`config.mk`:
```
export PLATFORM = sky130hd
export DESIGN_NAME = pwm_setting_ctrl
export DESIGN_NICKNAME = d
export VERILOG_FILES = /design/src/rtl/pwm_setting_ctrl.sv
export SDC_FILE = /design/constraint.sdc
export NUM_CORES = 1
export LEC_CHECK = 0
export CAP_MARGIN = 25
export CORE_AREA = 10 10 99 136
export CTS_BUF_LIST = sky130_fd_sc_hd__clkbuf_8
export CTS_CLUSTER_DIAMETER = 80
export DETAILED_ROUTE_END_ITERATION = 8
export DIE_AREA = 0 0 109 146
export MAX_ROUTING_LAYER = met4
export PLACE_DENSITY_LB_ADDON = 0.12
export SYNTH_ARGS = -nofsm -noshare
export SYNTH_HDL_FRONTEND = slang
export SYNTH_SLANG_ARGS = --single-unit
```
`constraint.sdc`:
```
create_clock -name clk -period 2.7 [get_ports clk]
set_input_delay 0.27 -clock clk [delete_from_list [all_inputs] [get_ports clk]]
set_output_delay 0.27 -clock clk [all_outputs]
set_load 0.02 [all_outputs]
```
`src/rtl/pwm_setting_ctrl.sv`:
```
`default_nettype none
// ============================================================================
// Module      : pwm_setting_ctrl
// Description : Push-button front end for the PWM frequency divider.
//               Each of four raw buttons is synchronized, debounced and
//               edge-detected into a one-cycle press pulse. Press pulses
//               step the saturating frequency code bf (0..BF_MAX) and duty
//               code bc (0..BC_MAX). upd strobes one cycle after a change.
//               Optional macro PWM_SETTING_AUTOREPEAT_EN adds hold-to-repeat.
// Revision    : 1.0 - initial release
// ============================================================================
module pwm_setting_ctrl #(
    parameter int DEBOUNCE_CYCLES = 100000,
    parameter int BF_MAX          = 8,
    parameter int BC_MAX          = 10,
    parameter int HOLD_CYCLES     = 50000000,
    parameter int REPEAT_CYCLES   = 20000000
) (
    input  logic       clk,
    input  logic       rst,
    input  logic       btn_f_up,
    input  logic       btn_f_dn,
    input  logic       btn_c_up,
    input  logic       btn_c_dn,
    output logic [3:0] bf,
    output logic [3:0] bc,
    output logic       upd
);

    localparam int               c_DEB_W    = $clog2(DEBOUNCE_CYCLES);
    localparam logic [c_DEB_W-1:0] c_DEB_LAST = c_DEB_W'(DEBOUNCE_CYCLES - 1);
    localparam logic [3:0]       c_BF_MAX   = 4'(BF_MAX);
    localparam logic [3:0]       c_BC_MAX   = 4'(BC_MAX);

`ifdef PWM_SETTING_AUTOREPEAT_EN
    localparam int               c_REP_W     = $clog2((HOLD_CYCLES > REPEAT_CYCLES) ?
                                                      HOLD_CYCLES : REPEAT_CYCLES);
    localparam logic [c_REP_W-1:0] c_HOLD_LAST = c_REP_W'(HOLD_CYCLES - 1);
    localparam logic [c_REP_W-1:0] c_REP_LAST  = c_REP_W'(REPEAT_CYCLES - 1);
`endif

    // Bit order: 0 = f_up, 1 = f_dn, 2 = c_up, 3 = c_dn
    logic [3:0] w_btn_raw;
    logic [3:0] w_press;

    assign w_btn_raw = {btn_c_dn, btn_c_up, btn_f_dn, btn_f_up};

    for (genvar i = 0; i < 4; i++) begin : g_btn
        logic [1:0]         r_sync;
        logic               r_db;
        logic               r_db_d;
        logic               r_press;
        logic [c_DEB_W-1:0] r_deb_cnt;
        logic               w_rise;
        logic               w_step;

        // Two-flop synchronizer for the asynchronous button level
        always_ff @(posedge clk) begin
            if (rst) begin
                r_sync <= 2'b00;
            end else begin
                r_sync <= {r_sync[0], w_btn_raw[i]};
            end
        end

        // Accept a new level only after it has differed for DEBOUNCE_CYCLES samples
        always_ff @(posedge clk) begin
            if (rst) begin
                r_db      <= 1'b0;
                r_deb_cnt <= '0;
            end else if (r_sync[1] == r_db) begin
                r_deb_cnt <= '0;
            end else if (r_deb_cnt == c_DEB_LAST) begin
                r_db      <= r_sync[1];
                r_deb_cnt <= '0;
            end else begin
                r_deb_cnt <= r_deb_cnt + 1'b1;
            end
        end

        assign w_rise = r_db & ~r_db_d;

`ifdef PWM_SETTING_AUTOREPEAT_EN
        logic               r_phase;
        logic               r_rep;
        logic [c_REP_W-1:0] r_hold_cnt;

        // Hold timer: first repeat after HOLD_CYCLES, then every REPEAT_CYCLES
        always_ff @(posedge clk) begin
            if (rst || !r_db) begin
                r_phase    <= 1'b0;
                r_rep      <= 1'b0;
                r_hold_cnt <= '0;
            end else begin
                r_rep <= 1'b0;
                if (!r_phase && (r_hold_cnt == c_HOLD_LAST)) begin
                    r_rep      <= 1'b1;
                    r_phase    <= 1'b1;
                    r_hold_cnt <= '0;
                end else if (r_phase && (r_hold_cnt == c_REP_LAST)) begin
                    r_rep      <= 1'b1;
                    r_hold_cnt <= '0;
                end else begin
                    r_hold_cnt <= r_hold_cnt + 1'b1;
                end
            end
        end

        assign w_step = w_rise | r_rep;
`else
        assign w_step = w_rise;
`endif

        // Edge detector and registered press pulse
        always_ff @(posedge clk) begin
            if (rst) begin
                r_db_d  <= 1'b0;
                r_press <= 1'b0;
            end else begin
                r_db_d  <= r_db;
                r_press <= w_step;
            end
        end

        assign w_press[i] = r_press;
    end

    logic [3:0] r_bf;
    logic [3:0] r_bc;
    logic       r_chg;
    logic       r_upd;
    logic [3:0] w_bf_nxt;
    logic [3:0] w_bc_nxt;

    // Saturating up/down steps; opposing presses in one cycle cancel
    always_comb begin
        w_bf_nxt = r_bf;
        w_bc_nxt = r_bc;
        if (w_press[0] && !w_press[1] && (r_bf != c_BF_MAX)) begin
            w_bf_nxt = r_bf + 4'd1;
        end else if (w_press[1] && !w_press[0] && (r_bf != 4'd0)) begin
            w_bf_nxt = r_bf - 4'd1;
        end
        if (w_press[2] && !w_press[3] && (r_bc != c_BC_MAX)) begin
            w_bc_nxt = r_bc + 4'd1;
        end else if (w_press[3] && !w_press[2] && (r_bc != 4'd0)) begin
            w_bc_nxt = r_bc - 4'd1;
        end
    end

    // Setting registers; upd trails the value change by one cycle
    always_ff @(posedge clk) begin
        if (rst) begin
            r_bf  <= 4'd0;
            r_bc  <= 4'd0;
            r_chg <= 1'b0;
            r_upd <= 1'b0;
        end else begin
            r_bf  <= w_bf_nxt;
            r_bc  <= w_bc_nxt;
            r_chg <= (w_bf_nxt != r_bf) || (w_bc_nxt != r_bc);
            r_upd <= r_chg;
        end
    end

    assign bf  = r_bf;
    assign bc  = r_bc;
    assign upd = r_upd;

endmodule
`default_nettype wire

```
==> flow_summary.yaml <==
timing:
  finalHoldViolCount: 0
  maxSlewViolCount: 0
  worst_pin_slew_ns: 0.738
  rsz0062_at_grt: "no"
  period_share_pct: 78.1
  slew_headroom_pct: 50.7
  finalCriticalPeriod_ns: 2.11
  skew_ns: 0.0102
  fin_tns_setup_ns: 0
  finalSetupViolCount: 0
  fmax_mhz: 474
placement:
  gp_congestion: 0.831
  io_buffers: 14
  dp_hpwl_um: 5620
  dp_cells: 621
synth:
  synth_ff_type: "dfxtp_1"
  yosysWarnings: 0
  synth-edff-count: 0
  synth-seq-cells: 98
  synthesis.area_sq_um: 4270
  synth.avg_cell_area_sq_um: 9.09
  syn-num-nets: 485
  ys_types: 48
  postSynthCellCount: 470
  synth-seq-area-share_pct: 45.9
  async_flop_share_pct: 0
worst_hold_path:
  hp-class: "reg2reg"
cells_and_area:
  final_common_cell: "dfxtp_1"
  area_growth_pct: 11.5
  mostFrequentLayoutCells: "98 x dfxtp_1, 71 x nor2_1, 31 x xor2_1"
  diodes: 0
  seqCellArea_sq_um: 1960
  fin_nets: 503
  fin_cells: 637
  fillCellCount: 1107
  drive_gt1_share_pct: 6.29
  multiInputGateArea_sq_um: 2220
pwr:
  ir_drop_mv: 0.344
  internal-power_mw: 1.90
  p_comb_share_pct: 2.0
  p_total_mw: 2.44
  p_leak_nw: 1.54
  power.density_nw_per_um2: 513
  switchingPower_mw: 0.539
  p_sw_share_pct: 22.1
  p_seq_share_pct: 59.7
  clkPwrFrac_pct: 38.3
clock_tree:
  clk_latency_ns: 0.37
  cts_buffer_depth: 2
  cts_tree: "done"
  root_buffer: "clkbuf_8"
  post_cts_resized: 0
  clock_sinks: 98
  cts_setup_buffers: 0
  numCtsBuffers: 9
  htreeDepth: 3
  hold_buffers: 0
  clk_pin_slew_ns: 0.10
detailed_routing:
  routed-wl-met3_um: 310
  wirelength_um: 7830
  drt-initial-drc-count: 86
  vias_per_cell: 5.03
  met2_wirelength_um: 3640
  vias: 3206
  dr.max_layer_used: "met4"
  wl_per_cell_um: 12.3
  route.antenna.remaining_nets: 0
  drt_first_pass_iters: 4
  drc: 0
  met1_length_um: 3760
global_route:
  grt_max_degree: 17
  grt_overflow: 0
  antenna_found_initial: 0
  grt.total_usage_pct: 10.7
  grt_pass1_wl_um: 13800
  grt_pass1_vias: 3020
die:
  start_util_pct: 38.5
  row_count: 46
  dieHeight_um: 146
  dieArea_sq_um: 15900
  io_pins: 15
  core_area_sq_um: 11100
  die_x_um: 109
status:
  status: "completed"
job:
  cap_violations: 0
setup_path:
  cp_data_arrival_time_ns: 2.37
  crit_type: "reg2reg"
  required_ns: 2.96
  crit_fanout: 7
  startpoint_type: "flop"
  endpoint_kind: "flop"
==> flip-flops by register name (all words and copies together) (netlist names) <==
name and cells:
g_btn.r_deb_cnt 68, g_btn.r_sync 8, bc 4, bf 4, g_btn.r_db 4, g_btn.r_db_d 4, g_btn.r_press 4, r_chg 1
upd 1
==> synthesized netlist by cell type (all sizes together), types with 3 or more instances <==
cell type	number	area share [%]
dfxtp	98	46
nor2	71	6.2
xor2	31	6.4
nand3	28	3.4
nand4	26	4.2
xnor2	26	5.3
nand2	19	1.7
nor2b	19	2.8
inv	14	1.2
nor4	14	2.0
a21oi	11	1.3
or3	11	1.7
nand2b	10	1.5
o21ai	10	1.2
ha	9	2.6
and3	8	1.2
nor3	8	0.94
and4	7	1.5
clkbuf	6	0.53
nor4bb	5	1.2
buf	4	0.47
a22oi	3	0.53
and2	3	0.44
mux2	3	0.79
or4	3	0.53
==> area by class of cell <==
| type | instances | area share, % |
|---|---|---|
| multi-input combinational | 348 | 46.5 |
| sequential | 98 | 41.2 |
| tap | 144 | 3.78 |
| timing repair buffer | 17 | 3.41 |
| clock buffer | 9 | 2.60 |
| clock inverter | 7 | 1.44 |
| inverter | 14 | 1.10 |
==> per-stage QoR <==
stage / hold slack, ns / util (%) / worst slack, ns / instance area (sq um)
after floorplan: 0.367 / - / 0.766 / 4270
after global placement: 0.371 / 41.2 / 0.665 / 4570
after detailed placement: 0.374 / 41.2 / 0.579 / 4570
after CTS: 0.389 / 42.9 / 0.558 / 4770
after global routing: 0.401 / 42.9 / 0.352 / 4770
final: 0.387 / 42.9 / 0.590 / 4770
==> worst paths after layout <==
kind	start	endpoint	slack, ns	cells past startpoint
max reg2reg	bf[0]$_SDFF_PP0_	bf[3]$_SDFF_PP0_	0.59	6
min	g_btn[0].r_db_d$_SDFF_PP0_	g_btn[0].r_press$_SDFF_PP0_	0.39	1
min reg2reg	g_btn[0].r_db_d$_SDFF_PP0_	g_btn[0].r_press$_SDFF_PP0_	0.39	1
max	bf[0]$_SDFF_PP0_	bf[3]$_SDFF_PP0_	0.59	6
==> power groups by stage <==
| stage | clock (mW) | sequential [mW] | combinational [mW] |
|---|---|---|---|
| after floorplan | 0 | 1.49 | 0.0298 |
| after global placement | 0 | 1.49 | 0.0496 |
| after detailed placement | 0 | 1.49 | 0.0508 |
| after CTS | 0.982 | 1.46 | 0.0510 |
| after global routing | 1.04 | 1.46 | 0.0567 |
| final | 0.935 | 1.46 | 0.0500 |
==> kinds of logic (layout without fill, tap and decap cells) <==
| logic type | count (synthesis) | after routing | share of synthesized area (%) |
|---|---|---|---|
| and+or+nand+nor | 243 | 243 | 31.4 |
| DFF | 98 | 98 | 45.9 |
| buffers and inverters | 24 | 47 | 2.22 |
| muxes | 5 | 5 | 1.26 |
| AOI/OAI and AO/OA | 34 | 34 | 4.92 |
| xor gates and xnor gates | 57 | 57 | 11.7 |
| adders and majority gates | 9 | 9 | 2.63 |
==> per-layer routing <==
layer	up-vias	global-route usage, %
met4	0	4.37
met1	1478	13.2
li1	1680	-
met5	-	-
met2	39	15.9
met3	9	3.15
==> critical path, cell delays in order (launching register included) <==
cell and delay, ns:
dfxtp_1 0.41, inv_1 0.10, ha_1 0.23, nor3b_1 0.15, nor3b_1 0.61, a41oi_1 0.21
mux2_2 0.30
(Power assumes the default switching activity.)
